$ cat config.mk
export PLATFORM = sky130hd
export DESIGN_NAME = alu4_chain_seq
export DESIGN_NICKNAME = d
export VERILOG_FILES = /design/src/rtl/alu4_chain_seq.sv
export SDC_FILE = /design/constraint.sdc
export NUM_CORES = 1
export LEC_CHECK = 0
export CAP_MARGIN = 20
export CORE_MARGIN = 4
export CORE_UTILIZATION = 35
export DETAILED_ROUTE_END_ITERATION = 8
export GPL_ROUTABILITY_DRIVEN = 0
export SLEW_MARGIN = 20
export SYNTH_ARGS = -nofsm -noshare
export SYNTH_HDL_FRONTEND = slang
export SYNTH_SLANG_ARGS = --single-unit
$ cat constraint.sdc
create_clock -name clk -period 3.7 [get_ports clk]
set_input_delay 0.555 -clock clk [delete_from_list [all_inputs] [get_ports clk]]
set_output_delay 0.555 -clock clk [all_outputs]
set_load 0.005 [all_outputs]
$ cat src/rtl/alu4_chain_seq.sv
// rtl/alu4_chain_seq.sv - nibble-serial sequencer driving an external combinational alu4 stage
//
// Accepts one 4*NIB-bit operation over in_valid/in_ready, feeds it to alu4
// one nibble per clock (least significant first) with the carry chained
// from alu_c2 back into alu_c1, then holds the assembled result on
// res_valid/res_ready.
//
// Ports:
//   clk, rst_n                  clock, synchronous active-low reset
//   in_valid, in_ready          operation request handshake
//   op_i, a_i, b_i, cin_i       opcode, operands, carry into nibble 0
//   alu_a, alu_b, alu_c1, alu_o nibble operands, carry and opcode to alu4
//   alu_s, alu_c2               nibble sum and carry from alu4
//   res_valid, res_ready        result handshake
//   res_o, cout_o               assembled result, carry out of top nibble
module alu4_chain_seq #(
    parameter int NIB = 4
) (
    input  logic             clk,
    input  logic             rst_n,
    input  logic             in_valid,
    output logic             in_ready,
    input  logic [1:0]       op_i,
    input  logic [4*NIB-1:0] a_i,
    input  logic [4*NIB-1:0] b_i,
    input  logic             cin_i,
    output logic [3:0]       alu_a,
    output logic [3:0]       alu_b,
    output logic             alu_c1,
    output logic [1:0]       alu_o,
    input  logic [3:0]       alu_s,
    input  logic             alu_c2,
    output logic             res_valid,
    input  logic             res_ready,
    output logic [4*NIB-1:0] res_o,
    output logic             cout_o
);

    localparam int IW = $clog2(NIB);
    localparam logic [IW-1:0] IDX_LAST = IW'(NIB - 1);

    typedef enum logic [1:0] {
        ST_IDLE = 2'd0,
        ST_RUN  = 2'd1,
        ST_DONE = 2'd2
    } state_t;

    state_t                 state_q, state_d;
    logic [IW-1:0]          idx_q, idx_d;
    logic [NIB-1:0][3:0]    a_q, a_d;
    logic [NIB-1:0][3:0]    b_q, b_d;
    logic [NIB-1:0][3:0]    res_q, res_d;
    logic [1:0]             op_q, op_d;
    logic                   carry_q, carry_d;

    always_ff @(posedge clk) begin
        if (!rst_n) begin
            state_q <= ST_IDLE;
            idx_q   <= '0;
            a_q     <= '0;
            b_q     <= '0;
            res_q   <= '0;
            op_q    <= '0;
            carry_q <= 1'b0;
        end else begin
            state_q <= state_d;
            idx_q   <= idx_d;
            a_q     <= a_d;
            b_q     <= b_d;
            res_q   <= res_d;
            op_q    <= op_d;
            carry_q <= carry_d;
        end
    end

    always_comb begin
        state_d = state_q;
        idx_d   = idx_q;
        a_d     = a_q;
        b_d     = b_q;
        res_d   = res_q;
        op_d    = op_q;
        carry_d = carry_q;
        alu_a   = 4'h0;
        alu_b   = 4'h0;
        alu_c1  = 1'b0;
        alu_o   = 2'b00;

        case (state_q)
            ST_IDLE: begin
                if (in_valid) begin
                    a_d     = a_i;
                    b_d     = b_i;
                    op_d    = op_i;
                    carry_d = cin_i;
                    idx_d   = '0;
                    state_d = ST_RUN;
                end
            end
            ST_RUN: begin
                alu_a  = a_q[idx_q];
                alu_b  = b_q[idx_q];
                alu_c1 = carry_q;
                alu_o  = op_q;
                // The carry register doubles as the chain link: it holds the
                // carry into the current nibble and, after the last nibble,
                // the final carry out.
                res_d[idx_q] = alu_s;
                carry_d      = alu_c2;
                if (idx_q == IDX_LAST) begin
                    idx_d   = '0;
                    state_d = ST_DONE;
                end else begin
                    idx_d = idx_q + IW'(1);
                end
            end
            ST_DONE: begin
                if (res_ready) begin
                    state_d = ST_IDLE;
                end
            end
            default: begin
                state_d = ST_IDLE;
            end
        endcase
    end

    assign in_ready  = (state_q == ST_IDLE);
    assign res_valid = (state_q == ST_DONE);
    // Result is shown only while valid so partial sums from RUN never leak out.
    assign res_o     = res_valid ? res_q : '0;
    assign cout_o    = res_valid ? carry_q : 1'b0;

endmodule

* Yosys cells after proc, flatten, opt, wreduce, memory -nomap -nowiden
Cells that the tools add are included.
** Word-level totals
- Bits in registers :: 55
- Logic and storage cells :: 53
** Cells by class
- Add/sub/neg operators :: 1
- Order comparisons :: 2
- Equality and inequality tests :: 6
- Muxes and demuxes :: 22
- Reductions and logical operators :: 6
** Operator list (count)
- $mux W4 :: 5
- $bmux W4 S2 :: 2
- $bwmux W16 :: 1
- $mux W16 :: 1
- $mux W2 :: 6
- $demux W4 S2 :: 1
- $pmux W2 S3 :: 1
- $eq A2 B2 Y1 const B :: 2
- $ne A2 B2 Y1 const B :: 2
- $pmux W2 S2 :: 1
- $reduce_and A2 Y1 :: 2
- $lt A2 B3 Y1 const B :: 1
- $mux W1 :: 3
- $reduce_and A3 Y1 :: 1
- $add A2 B1 Y2 const B :: 1
- $eq A2 B1 Y1 const B :: 1
- $ge A2 B1 Y1 const B :: 1
- $logic_not A2 Y1 :: 1
- $ne A2 B1 Y1 const B :: 1
- $pmux W1 S2 :: 1
- $reduce_bool A2 Y1 :: 1
- $logic_and A1 B1 Y1 :: 1

* Logic depth before layout (Yosys ltp)
Gate-level depths: netlist of the first run.
- Word-level depth :: 5
- Mapped depth :: 6
- Gate-level depth less buffers :: 5

* Least setup slack after synthesis of the first run
OpenSTA, ideal clock, no wires.
- Path type :: flip-flop to output port
- From :: reg idx_q[0]
- To :: out alu_a[0]
- Arrival time :: 1240 ps
- Data required time :: 3145 ps
- Slack :: 1905 ps
- Stages on the path, launching flop included :: 4
- Buffers on the path :: 1
- Path through :: dfxtp_1 buf_4 mux4_2 and2_1
** On the way
- Longest elaborated chain between the ends :: 3
** Ends and longest elaborated chain
- start, declared :: RTL line 49 : logic [IW-1:0] idx_q, idx_d;
- start signal, assigned :: RTL line 67 : idx_q <= idx_d;
- $bmux W4 S2 :: RTL line 101 : alu_a = a_q[idx_q];
- $mux W4 (not written as such) :: RTL line 101
- $mux W4 :: RTL line 89 : case (state_q)
- end, declared :: RTL line 27 : output logic [3:0] alu_a,
No other way between the ends. The select of a mux whose other input is x is not followed.

* Worst setup path in the final report of the first run
- From :: reg idx_q[0]
- To :: out alu_b[3]
** On the way
- Longest elaborated chain between the ends :: 3
** Ends and longest elaborated chain
- $bmux W4 S2 :: RTL line 102 : alu_b = b_q[idx_q];
- $mux W4 (not written as such) :: RTL line 102
- $mux W4 :: RTL line 89
- end, declared :: RTL line 28 : output logic [3:0] alu_b,
No other way between the ends. The select of a mux whose other input is x is not followed.

==> results.cfg, run 1 <==
[critical_path]
path_buf_inv = 1
worstPathRequired_ns = 3.14
critPathKind = register to output port
crit_path_end_kind = output port
critPathMaxFanout = 13
worstPathCellList = mux4_2, and2_1, clkdlybuf4s50_1
cpLargestDelayFamily = flip-flops
cp_slowest_stage_delay_ns = 0.81
arrival_ns = 2.32
crit_slowest_cell = dfxtp_1
start_kind = register

[place]
place_hpwl_um = 4210
dp.cells = 447
dpl_cell_area_um2 = 3350
io_buffer_count = 73
pre_cts_slack_ns = 1.12

[global_route]
track_usage_pct = 13.4
grt.overflow.total = 0
first_global_vias = 2116
antenna_found_initial = 0
grt_max_degree = 38
grt_pass1_wl_um = 9510

[clock_network]
cts_buffers = 5
cts_sinks = 55
htreeDepth = 2
cts-root-buf = clkbuf_8
clock_latency_ns = 0.30
clk_pin_slew_ns = 0.09
postCtsHoldBufs = 0
clock_path_buffers = 2
cts_setup_buffers = 0
post_cts_resized = 0
cts_tree = done

[job]
cap_violations = 0

[cells_and_area]
mostFrequentLayoutCell = nand2_1
fill_cells = 738
diodes = 0
layout.nets = 403
mostFrequentLayoutCells = nand2_1, clkdlybuf4s50_1, dfxtp_1
final_area_um2 = 3420
finalNonFillerCells = 453
syn2layout_area_growth_pct = 31.4
drive_gt1_share_pct = 5.65

[floorplan]
die_x_um = 94.2
io_pins = 74
dieArea_um2 = 8880
fp-row-count = 31
core_um2 = 7250
start_util_pct = 35.9
die_height_um = 94.2

[power]
switching_power_uw = 270
ir_worst_vdd_uv = 147
p_clk_share_pct = 27.0
sw_frac_of_total_pct = 24.2
comb_power_share_pct = 15.4
leakagePower_nw = 1.22
internal_power_uw = 849
power.density_nw_per_um2 = 328
p_seq_share_pct = 57.6

[timing]
max_slew_margin_pct = 49.5
tightestPinTransition_ns = 0.758
skew_ns = 0.00345
hold_violations = 0
max_freq_mhz = 348
post-route-period-util_pct = 77.6
worst_slack_ns = 0.830
finalMaxSlewViolations = 0
period_needed_ns = 2.87
setup_viol = 0
fin_setup_tns_ns = 0
rsz0062_at_grt = false

[detailed_routing]
drc = 0
vias = 2095
firstDrtPassIters = 4
wl_per_cell_um = 12.8
drt_iter0_drc = 24
totalWireLength_um = 5800
via_per_inst = 4.62
ant_nets = 0

[run_status]
status = finished clean

[synthesis]
ys_types = 24
ys_ff_latch = 55
synth_seq_area_share_pct = 42.3
syn_inst = 292
ys_warn_count = 0
syn_nets = 340
avgSynthCellArea_um2 = 8.91
syn_area_um2 = 2600

[worst_hold_path]
min_path_type = register to register
[metal layers]
| metal | share of wire, % | vias to the layer above | global-route usage [%] |
|---|---|---|---|
| met5 | 0 | - | 0 |
| met4 | 1.2 | 0 | 3.97 |
| met3 | 7.1 | 8 | 3.37 |
| met2 | 46 | 51 | 23.5 |
| met1 | 45 | 943 | 16.2 |
| li1 | - | 1093 | - |
[worst paths after layout]
kind,startpoint,cells past startpoint,to,slack [ns]
worst max-delay path,idx_q[0]$_SDFFE_PN0P_,3,alu_b[3],0.83
worst min-delay path,res_q[0]$_SDFFE_PN0P_,2,res_q[0]$_SDFFE_PN0P_,0.45
worst max register to register,state_q[0]$_SDFFE_PN0P_,3,carry_q$_SDFFE_PN0P_,1.86
worst min register to register,res_q[0]$_SDFFE_PN0P_,2,res_q[0]$_SDFFE_PN0P_,0.45
[power groups by stage]
stage / Sequential, mW / Clock, mW / Combinational (mW)
2_1_floorplan: 0.646 / 0 / 0.116
3_3_place_gp: 0.659 / 0 / 0.174
3_5_place_dp: 0.660 / 0 / 0.175
4_1_cts: 0.646 / 0.312 / 0.176
5_1_grt: 0.651 / 0.337 / 0.193
6_report: 0.645 / 0.302 / 0.172
[Yosys cell counts]
cell,number,area [um2]
a21boi_0,15,113
a21boi_1,38,285
and2_1,29,181
and2b_1,2,15.0
buf_2,4,20.0
buf_4,3,22.5
buf_6,6,67.6
clkbuf_1,8,30.0
dfxtp_1,55,1100
ha_1,4,50.1
inv_1,2,7.51
mux4_2,8,180
nand2_1,85,319
nand2b_1,1,6.26
nand2b_4,1,13.8
nand3_1,17,85.1
nand3b_1,4,30.0
nor2_1,3,11.3
nor3b_4,1,18.8
o21a_1,1,7.51
o21ai_0,2,10.0
o221a_1,1,11.3
or3_1,1,6.26
or3b_1,1,8.76
[sequential cells by signal, summed over array words and instances, names as in the netlist]
register,flops
a_q,16
state_q,2
b_q,16
op_q,2
res_q,16
carry_q,1
idx_q,2
[worst reg2reg max path, delay by kind of cell (launching register included)]
kind / cells / cell delay, ns
flops: 1 / 0.46
simple gates: 1 / 0.85
compound gates: 2 / 0.44
[stage by stage]
stage	util (%)	hold WS [ns]	total power, mW
6_report	47.1	0.453	1.12
5_1_grt	47.1	0.471	1.18
4_1_cts	47.1	0.456	1.13
3_5_place_dp	46.1	0.443	0.835
3_3_place_gp	46.1	0.438	0.833
2_1_floorplan	-	0.430	0.762
[kinds of logic after synthesis]
family / Yosys count / share of synthesized area, %
AND/OR/NAND/NOR: 145 / 26.7
AO/OA/AOI/OAI: 57 / 16.4
flip-flops: 55 / 42.3
buffers and inverters: 23 / 5.68
multiplexers: 8 / 6.93
adder cells (fa/ha/maj): 4 / 1.92
[cell type report]
class | instances | area, um2 | area share, %
Inverter | 2 | 7.51 | 0.220
Sequential cell | 55 | 1100 | 32.2
Multi-Input combinational cell | 214 | 1350 | 39.6
Clock buffer | 6 | 72.6 | 2.12
Tap cell | 99 | 124 | 3.62
Timing Repair Buffer | 77 | 761 | 22.3
(Power assumes the default switching activity.)
==> run 2: changes to the inputs <==
==> constraint.sdc (replaced) <==
create_clock -name clk -period 3 [get_ports clk]
set_input_delay 0.45 -clock clk [delete_from_list [all_inputs] [get_ports clk]]
set_output_delay 0.45 -clock clk [all_outputs]
set_load 0.005 [all_outputs]
==> results.cfg, run 2 (synthesis results as in run 1) <==
[run_status]
status = finished clean

[detailed_routing]
firstDrtPassIters = 4
ant_nets = 0
wl_per_cell_um = 13.2
vias = 2163
drt_iter0_drc = 45
via_per_inst = 4.74
totalWireLength_um = 6010
drc = 0

[floorplan]
io_pins = 74
core_um2 = 7250
die_x_um = 94.2
dieArea_um2 = 8880
fp-row-count = 31
start_util_pct = 35.9
die_height_um = 94.2

[timing]
skew_ns = 0.00868
max_freq_mhz = 363
max_slew_margin_pct = 50.9
post-route-period-util_pct = 91.8
rsz0062_at_grt = false
setup_viol = 0
finalMaxSlewViolations = 0
holdWs_ns = 0.456
hold_violations = 0
period_needed_ns = 2.75
fin_setup_tns_ns = 0
tightestPinTransition_ns = 0.736
worst_slack_ns = 0.245

[critical_path]
reg2reg_slack_ns = 1.06
worstPathRequired_ns = 2.55
crit_path_end_kind = output port
start_kind = register
critPathKind = register to output port
arrival_ns = 2.30
critPathMaxFanout = 13

[place]
place_hpwl_um = 4310
io_buffer_count = 73
pre_cts_slack_ns = 0.536

[power]
leakagePower_nw = 1.26
ir_worst_vdd_uv = 184
power.density_nw_per_um2 = 455
power.total_mw = 1.59

[clock_network]
clock_path_buffers = 2
cts-root-buf = clkbuf_8
clk_pin_slew_ns = 0.09
post_cts_resized = 0
cts_setup_buffers = 0
cts_sinks = 55
cts_tree = done
postCtsHoldBufs = 0
htreeDepth = 2
clock_latency_ns = 0.31
cts_buffers = 5

[cells_and_area]
fill_cells = 716
diodes = 0
seq_area_um2 = 1100
multiInputGateArea_um2 = 1350
layout.nets = 404
syn2layout_area_growth_pct = 34.5
drive_gt1_share_pct = 6.16
top_regs = a_q: 16 flops, b_q: 16 flops, res_q: 16 flops
utilization_pct = 48.2
mostFrequentLayoutCells = nand2_1, clkdlybuf4s50_1, dfxtp_1
mostFrequentLayoutCell = nand2_1

[worst_hold_path]
min_path_type = register to register

[global_route]
first_global_vias = 2135
grt_max_degree = 22
track_usage_pct = 14.0
grt_pass1_wl_um = 9890
antenna_found_initial = 0
grt.overflow.total = 0

[job]
cap_violations = 0
run 2: cell count changes in the layout (fill, tap and decap cells not counted):
cell,previous run,this run
or3b_2,1,0
buf_12,0,1
or3b_1,0,1
bufinv_16,0,2
run 2: stage by stage:
| step | cells | area [um2] |
|---|---|---|
| global placement | 448 | 3370 |
| floorplan | 292 | 2600 |
| CTS | 456 | 3500 |
| detailed placement | 448 | 3370 |
| finish | 456 | 3500 |
| global route | 456 | 3500 |
run 2: path summary, 6_finish.rpt:
check / start / endpoint / depth (start not counted)
setup reg to reg: state_q[0]$_SDFFE_PN0P_ / state_q[0]$_SDFFE_PN0P_ / 4
setup / recovery: idx_q[0]$_SDFFE_PN0P_ / alu_b[2] / 3
hold / removal: res_q[6]$_SDFFE_PN0P_ / res_q[6]$_SDFFE_PN0P_ / 2
hold reg to reg: res_q[6]$_SDFFE_PN0P_ / res_q[6]$_SDFFE_PN0P_ / 2
run 2: layout make-up:
cell class                      count  share of cell area, %
Multi-Input combinational cell    214                   38.7
Sequential cell                    55                   31.5
Timing Repair Buffer               78                   22.3
Tap cell                           99                   3.54
Clock buffer                        6                   2.07
Clock inverter                      2                   1.72
Inverter                            2                  0.215
run 2: routing by layer:
| metal | share of wire (%) | up-vias | track usage [%] |
|---|---|---|---|
| met5 | 0 | - | 0 |
| met4 | 0.38 | 0 | 2.89 |
| met3 | 8.0 | 2 | 3.85 |
| met2 | 46 | 71 | 23.5 |
| met1 | 45 | 994 | 17.8 |
| li1 | - | 1096 | - |
run 2: where the power goes:
part	leakage (nW)	internal (mW)	switching, mW
Sequential	0.450	0.767	0.0288
Combinational	0.743	0.128	0.0916
Clock	0.0654	0.334	0.241
run 2: critical path, cell delays in order (launching register included):
cell and delay [ns]:
dfxtp_1 0.81, mux4_2 0.58, and2_1 0.17, clkdlybuf4s50_1 0.45
